File: config.mk
export PLATFORM = sky130hd
export DESIGN_NAME = router_fifo_reader
export DESIGN_NICKNAME = d
export VERILOG_FILES = /design/src/rtl/router_pkg.sv /design/src/rtl/router_skid_buf.sv /design/src/rtl/router_fifo_reader.sv
export SDC_FILE = /design/constraint.sdc
export NUM_CORES = 1
export LEC_CHECK = 0
export ABC_AREA = 1
export CAP_MARGIN = 10
export CORE_ASPECT_RATIO = 0.8
export CORE_MARGIN = 3
export CORE_UTILIZATION = 35
export DETAILED_ROUTE_END_ITERATION = 12
export PLACE_DENSITY = 0.63
export SYNTH_ARGS = -nofsm -noshare
export SYNTH_HDL_FRONTEND = slang
export SYNTH_SLANG_ARGS = --single-unit
File: constraint.sdc
create_clock -name clock -period 3.72 [get_ports clock]
set_clock_uncertainty 0.05 [all_clocks]
set_input_delay 1.116 -clock clock [delete_from_list [all_inputs] [get_ports clock]]
set_output_delay 1.116 -clock clock [all_outputs]
set_load 0.005 [all_outputs]
File: src/rtl/router_pkg.sv
// Shared definitions for the router output-port reader: header field positions,
// parser state encoding and the per-byte tag carried alongside each data byte.
package router_pkg;

    localparam int unsigned HDR_LEN_MSB     = 7;
    localparam int unsigned HDR_LEN_LSB     = 2;
    localparam int unsigned ADDR_MSB        = 1;
    localparam int unsigned ADDR_LSB        = 0;
    localparam int unsigned LEN_WIDTH       = HDR_LEN_MSB - HDR_LEN_LSB + 1;
    localparam int unsigned DEFAULT_TIMEOUT = 30;

    typedef enum logic [2:0] {
        StIdle,
        StHdr,
        StPay,
        StPar,
        StFlush
    } parser_state_e;

    typedef struct packed {
        logic first;
        logic last;
        logic perr;
    } byte_tag_t;

endpackage

File: src/rtl/router_skid_buf.sv
// Two-entry in-order queue between the FIFO return path and the client.
// Simultaneous push and pop keep occupancy and order; flush empties it at once.
module router_skid_buf #(
    parameter int unsigned Width = 11
) (
    input  logic             clk_i,
    input  logic             rst_ni,
    input  logic             push_i,
    input  logic             pop_i,
    input  logic             flush_i,
    input  logic [Width-1:0] data_i,
    output logic             valid_o,
    output logic [1:0]       count_o,
    output logic [Width-1:0] data_o
);

    logic [Width-1:0] mem_q [2];
    logic             rd_ptr_q;
    logic             wr_ptr;
    logic [1:0]       cnt_q, cnt_d;
    logic             pop_eff;

    assign pop_eff = pop_i && (cnt_q != 2'd0);
    // Tail slot is head + occupancy (mod 2); with two entries it aliases the head being popped.
    assign wr_ptr  = rd_ptr_q ^ cnt_q[0];

    always_comb begin
        cnt_d = cnt_q;
        if (flush_i) begin
            cnt_d = 2'd0;
        end else begin
            cnt_d = cnt_q + 2'(push_i) - 2'(pop_eff);
        end
    end

    always_ff @(posedge clk_i or negedge rst_ni) begin
        if (!rst_ni) begin
            for (int i = 0; i < 2; i++) begin
                mem_q[i] <= '0;
            end
            rd_ptr_q <= 1'b0;
            cnt_q    <= 2'd0;
        end else begin
            cnt_q <= cnt_d;
            if (flush_i) begin
                rd_ptr_q <= 1'b0;
            end else if (pop_eff) begin
                rd_ptr_q <= ~rd_ptr_q;
            end
            if (push_i && !flush_i) begin
                mem_q[wr_ptr] <= data_i;
            end
        end
    end

    assign valid_o = (cnt_q != 2'd0);
    assign count_o = cnt_q;
    assign data_o  = mem_q[rd_ptr_q];

endmodule

File: src/rtl/router_fifo_reader.sv
// Router output-port reader: drains router_fifo, frames header/payload/parity,
// checks parity and flushes the FIFO when the client stalls for too long.
module router_fifo_reader
    import router_pkg::*;
#(
    parameter int unsigned DATA_WIDTH = 8,
    parameter int unsigned TIMEOUT    = DEFAULT_TIMEOUT,
    parameter int unsigned CNT_WIDTH  = 5
) (
    input  logic                  clock,
    input  logic                  resetn,
    input  logic                  fifo_empty,
    input  logic [DATA_WIDTH-1:0] fifo_data_out,
    output logic                  fifo_read_enb,
    output logic                  fifo_soft_reset,
    output logic [DATA_WIDTH-1:0] dout,
    output logic                  dout_valid,
    input  logic                  dout_ready,
    output logic                  dout_first,
    output logic                  dout_last,
    output logic [1:0]            dest_addr,
    output logic                  parity_err,
    output logic                  timeout_err
);

    localparam int unsigned WORD_WIDTH = DATA_WIDTH + 3;

    parser_state_e         state_q, state_d;
    logic [LEN_WIDTH-1:0]  rem_q, rem_d;
    logic [DATA_WIDTH-1:0] xor_q, xor_d;
    logic [1:0]            dest_q, dest_d;
    logic [CNT_WIDTH-1:0]  wd_q, wd_d;
    logic                  inflight_q, expire_q, run_q;

    logic                  buf_valid, pop, push, stalled, expire, rd_en;
    logic [1:0]            buf_count;
    logic [WORD_WIDTH-1:0] push_word, head_word;
    byte_tag_t             push_tag, head_tag;

    assign pop     = buf_valid && dout_ready;
    assign stalled = buf_valid && !dout_ready;
    assign expire  = stalled && (wd_q == CNT_WIDTH'(TIMEOUT - 1));
    // A byte returning on the expiry edge is dropped together with the buffer contents.
    assign push    = inflight_q && !expire;
    assign rd_en   = run_q && !fifo_empty && (state_q != StFlush) &&
                     ((3'(buf_count) - 3'(pop) + 3'(inflight_q)) < 3'd2);
    assign wd_d    = (stalled && !expire) ? wd_q + CNT_WIDTH'(1) : '0;

    always_ff @(posedge clock or negedge resetn) begin
        if (!resetn) begin
            state_q <= StIdle;
        end else begin
            state_q <= state_d;
        end
    end

    always_ff @(posedge clock or negedge resetn) begin
        if (!resetn) begin
            rem_q      <= '0;
            xor_q      <= '0;
            dest_q     <= '0;
            wd_q       <= '0;
            inflight_q <= 1'b0;
            expire_q   <= 1'b0;
            run_q      <= 1'b0;
        end else begin
            rem_q      <= rem_d;
            xor_q      <= xor_d;
            dest_q     <= dest_d;
            wd_q       <= wd_d;
            inflight_q <= rd_en && !expire;
            expire_q   <= expire;
            run_q      <= 1'b1;
        end
    end

    always_comb begin
        state_d = state_q;
        rem_d   = rem_q;
        xor_d   = xor_q;
        dest_d  = dest_q;
        if (expire) begin
            state_d = StFlush;
        end else if (state_q == StFlush) begin
            state_d = StHdr;
        end else if (push) begin
            unique case (state_q)
                StIdle, StHdr: begin
                    dest_d  = fifo_data_out[ADDR_MSB:ADDR_LSB];
                    rem_d   = fifo_data_out[HDR_LEN_MSB:HDR_LEN_LSB];
                    xor_d   = fifo_data_out;
                    state_d = (fifo_data_out[HDR_LEN_MSB:HDR_LEN_LSB] == '0) ? StPar : StPay;
                end
                StPay: begin
                    xor_d = xor_q ^ fifo_data_out;
                    rem_d = rem_q - LEN_WIDTH'(1);
                    if (rem_q == LEN_WIDTH'(1)) begin
                        state_d = StPar;
                    end
                end
                StPar:   state_d = StHdr;
                default: state_d = StHdr;
            endcase
        end
    end

    always_comb begin
        push_tag.first  = (state_q == StIdle) || (state_q == StHdr);
        push_tag.last   = (state_q == StPar);
        push_tag.perr   = (state_q == StPar) && (xor_q != fifo_data_out);
        push_word       = {fifo_data_out, push_tag};
        head_tag        = head_word[2:0];
        fifo_read_enb   = rd_en;
        fifo_soft_reset = expire_q;
        timeout_err     = expire_q;
        dest_addr       = dest_q;
        dout            = head_word[WORD_WIDTH-1:3];
        dout_valid      = buf_valid;
        dout_first      = buf_valid && head_tag.first;
        dout_last       = buf_valid && head_tag.last;
        parity_err      = buf_valid && head_tag.perr;
    end

    router_skid_buf #(
        .Width (WORD_WIDTH)
    ) u_skid_buf (
        .clk_i   (clock),
        .rst_ni  (resetn),
        .push_i  (push),
        .pop_i   (pop),
        .flush_i (expire),
        .data_i  (push_word),
        .valid_o (buf_valid),
        .count_o (buf_count),
        .data_o  (head_word)
    );

endmodule

==> qor.txt <==
Initial antenna violation count: 0
Crit-path cells: buf_8 -> nand2_4 -> inv_2 -> ha_4 -> inv_4 -> nand2_2 -> fa_1 -> nand2_1 -> nor2_1 -> nand3_1 -> inv_1 -> buf_2
Initial Util: 37.0%
CP max stage cell: fa_1
Max-slew violations: 0
HP Class: reg2reg
Final Instance Area: 3690 sq um
CP Depth: 12
RSZ-0062 raised after global routing: true
Post-layout util: 48.8%
Crit start category: input pin
Area post-placement: 3190 sq um
Global placement routability congestion: 0.758
Vias in the first global route: 2,527
Reg2Reg Setup Slack: 0.27 ns
Status: finished, violations left
Min-Delay Startpoint: u_skid_buf.mem_q[3]$_DFFE_PN0P_
Max-Cap Viols: 0
HPWL after DPL: 4210 microns
Multi-input logic area: 1330 sq um
Register Area: 1300 sq um
Critical path class: in2out
FMAX: 263 MHz
DRT iter0 DRCs: 117
Worst path arrival time: 2.63 ns
Yosys cell types: 29
Site Rows: 28
First-pass GRT wire length: 12,200 microns
Sink Count: 52
Final wirelength: 6920 microns
Number of synthesized register bits: 52
Largest net degree at the start of global routing: 28
Post-synthesis sequential area ratio: 46.5%
Power per cell area: 786 nW/um^2
Final setup fails: 1
Htree depth: 2
Critical Path RT: 2.55 ns
Core area: 7570 sq um
1st-pass router iterations: 4
Post-Syn Nets: 367
YS warnings: 0
Area Growth Syn to Fin: 31.8%
Worst path max stage delay: 0.52 ns
Reg clk slew, reported paths: 0.09 ns
Non-Filler Instances: 531
Die height: 86 microns
CTS Buf Count: 5
Clock Tree Buf Depth: 2
Gr ovfl total: 0
Port Buf Inserts: 28
Crit Path Max Fanout: 2
Rel. slew slack: 54.0%
CTS tree: yes
Global Route Usage Sum: 16.6%
Tmin final: 3.80 ns
Post-Route Setup TNS: -0.0760 ns
Cells after synthesis: 347
Reg2reg end: inflight_q$_DFF_PN0_
Worst-Skew Late Latency: 0.30 ns
Layout cells sized above 1: 21.6%
Syn_area_per_cell: 8.07 sq um
Mean number of vias per cell: 4.72
Pleak: 1.85 nW
DRC violations left: 0
CP top delay family: adder cells
Die ar.: 9120 sq um
Hold_buf cts: 0
Final-report hold violation count: 0
Final Worst Setup Slack: -0.0760 ns
# diodes: 0
Hold Slack: 0.437 ns
Die span in x: 106 microns
Placed cell count: 478
Final #Nets: 445
Slew at the pin with the worst max-slew slack: 0.687 ns
Reg2Reg Depth: 23
Drt wl/cell: 13.0 microns
Worst VDD drop: 264 uV
CP Capture Type: output pin
R2R Path Start: u_skid_buf.count_o[0]$_DFF_PN0_
Final Cycle Share: 102%
Post-DRT Antenna Nets: 0
Buf+Inv Stages, Crit Path: 5
Failing checks: setup timing
Hold endpoint: u_skid_buf.mem_q[3]$_DFFE_PN0P_
CTS root buf: clkbuf_8
Mapped cell area: 2800 sq um
Layout filler cell count: 714
# IOs: 29
Worst hold stages: 2
DR vias: 2,507
[cell usage after synthesis]
master      n  area share (%)
nand2_1   129              17
dfrtp_1    52              46
inv_1      35             4.7
o21ai_0    29             5.2
nor2_1     21             2.8
nand3_1    13             2.3
xnor2_1    12             3.8
o21ai_2     9             2.8
ha_1        7             3.1
a21oi_1     6             1.1
buf_6       5             2.0
nand4_1     4            0.89
clkbuf_1    3            0.40
nand3_4     3             1.9
inv_2       2            0.27
nand3b_1    2            0.54
nor2_4      2            0.80
xor2_1      2            0.63
a21boi_0    1            0.27
buf_2       1            0.18
buf_4       1            0.27
conb_1      1            0.13
fa_1        1            0.71
inv_4       1            0.22
nand2_4     1            0.40
nor2_2      1            0.22
nor3_1      1            0.18
nor3b_1     1            0.27
o21ai_1     1            0.18
[where the power goes]
part	switching, mW	internal [mW]	total, mW
Clock	0.186	0.152	0.338
Sequential	0.158	0.790	0.948
Combinational	0.784	0.832	1.62
[worst max-delay path by stage]
stage	startpoint	endpoint	slack [ns]
floorplan	dout_ready	fifo_read_enb	0.20
global placement	dout_ready	fifo_read_enb	-0.76
detailed placement	dout_ready	fifo_read_enb	-0.78
CTS	dout_ready	u_skid_buf.count_o[1]$_DFF_PN0_	-0.03
global route	dout_ready	fifo_read_enb	-0.13
finish	dout_ready	fifo_read_enb	-0.08
[routing by layer]
metal	share of wire (%)	GRT usage, %	up-vias
met5	0	0	-
met4	2.4	5.29	0
met3	4.4	3.16	15
met2	48	28.7	68
met1	45	21.1	1182
li1	-	-	1242
[placed cells by master (no fill, tap or decap), drive strengths merged]
master,count
clkdlybuf4s50,25
nor3,1
dfrtp,52
nand4,4
clkbuf,7
buf,56
a21oi,6
a21boi,1
conb,1
nand2,130
nor3b,1
fa,1
ha,7
nand3b,2
nor2,24
clkinvlp,1
xnor2,12
nand3,16
inv,38
xor2,2
o21ai,39
[worst reg2reg max path, cell delays in order, from the launching register on]
cell and delay, ns:
dfrtp_1 0.47, nor2_4 0.11, inv_1 0.10, nand2_4 0.09, inv_2 0.04, ha_4 0.21
inv_4 0.05, nand2_2 0.04, fa_1 0.53, nand2_1 0.06, nor2_1 0.11, nand3_1 0.13
buf_4 0.17, buf_4 0.12, buf_6 0.10, buf_4 0.11, buf_4 0.12, buf_4 0.12
buf_4 0.13, buf_6 0.10, buf_4 0.11, buf_4 0.11, buf_4 0.12, nor2_2 0.06
[stage by stage]
stage	setup slack, ns	power, mW
3_5_place_dp	-0.778	2.13
2_1_floorplan	0.197	1.71
3_3_place_gp	-0.760	2.10
6_report	-0.0760	2.90
4_1_cts	-0.0349	2.82
5_1_grt	-0.125	3.16
[registers in the layout (all words and copies together), names as in the netlist]
register and flops:
fifo_soft_reset 1, run_q 1, u_skid_buf.count_o 2, inflight_q 1, state_q 3, rem_q 6
dest_addr 2, wd_q 5, xor_q 8, u_skid_buf.mem_q 22, u_skid_buf.rd_ptr_q 1
[logic make-up after synthesis]
logic type                 synth area share, %
and+or+nand+nor                           27.6
adders and majority gates                 3.84
buffers and inverters                     8.04
AOI/OAI and AO/OA                         9.52
xor gates and xnor gates                  4.38
other                                    0.134
DFF                                       46.5
[area by class of cell]
type / count / area share, %
clock buffers: 7 / 2.34
multi-input cells: 247 / 36.0
clock inverters: 1 / 0.203
inverters: 38 / 4.00
well taps: 105 / 3.56
flip-flops and latches: 52 / 35.3
repair buffers: 81 / 18.7
[timing repair]
action,in CTS,in global routing
gates resized for setup,19,9
hold endpoints to repair,0,0
pin swaps,6,9
setup buffers,51,1
setup endpoints to repair,1,5
Note: power is estimated with default switching activity, not from simulation.
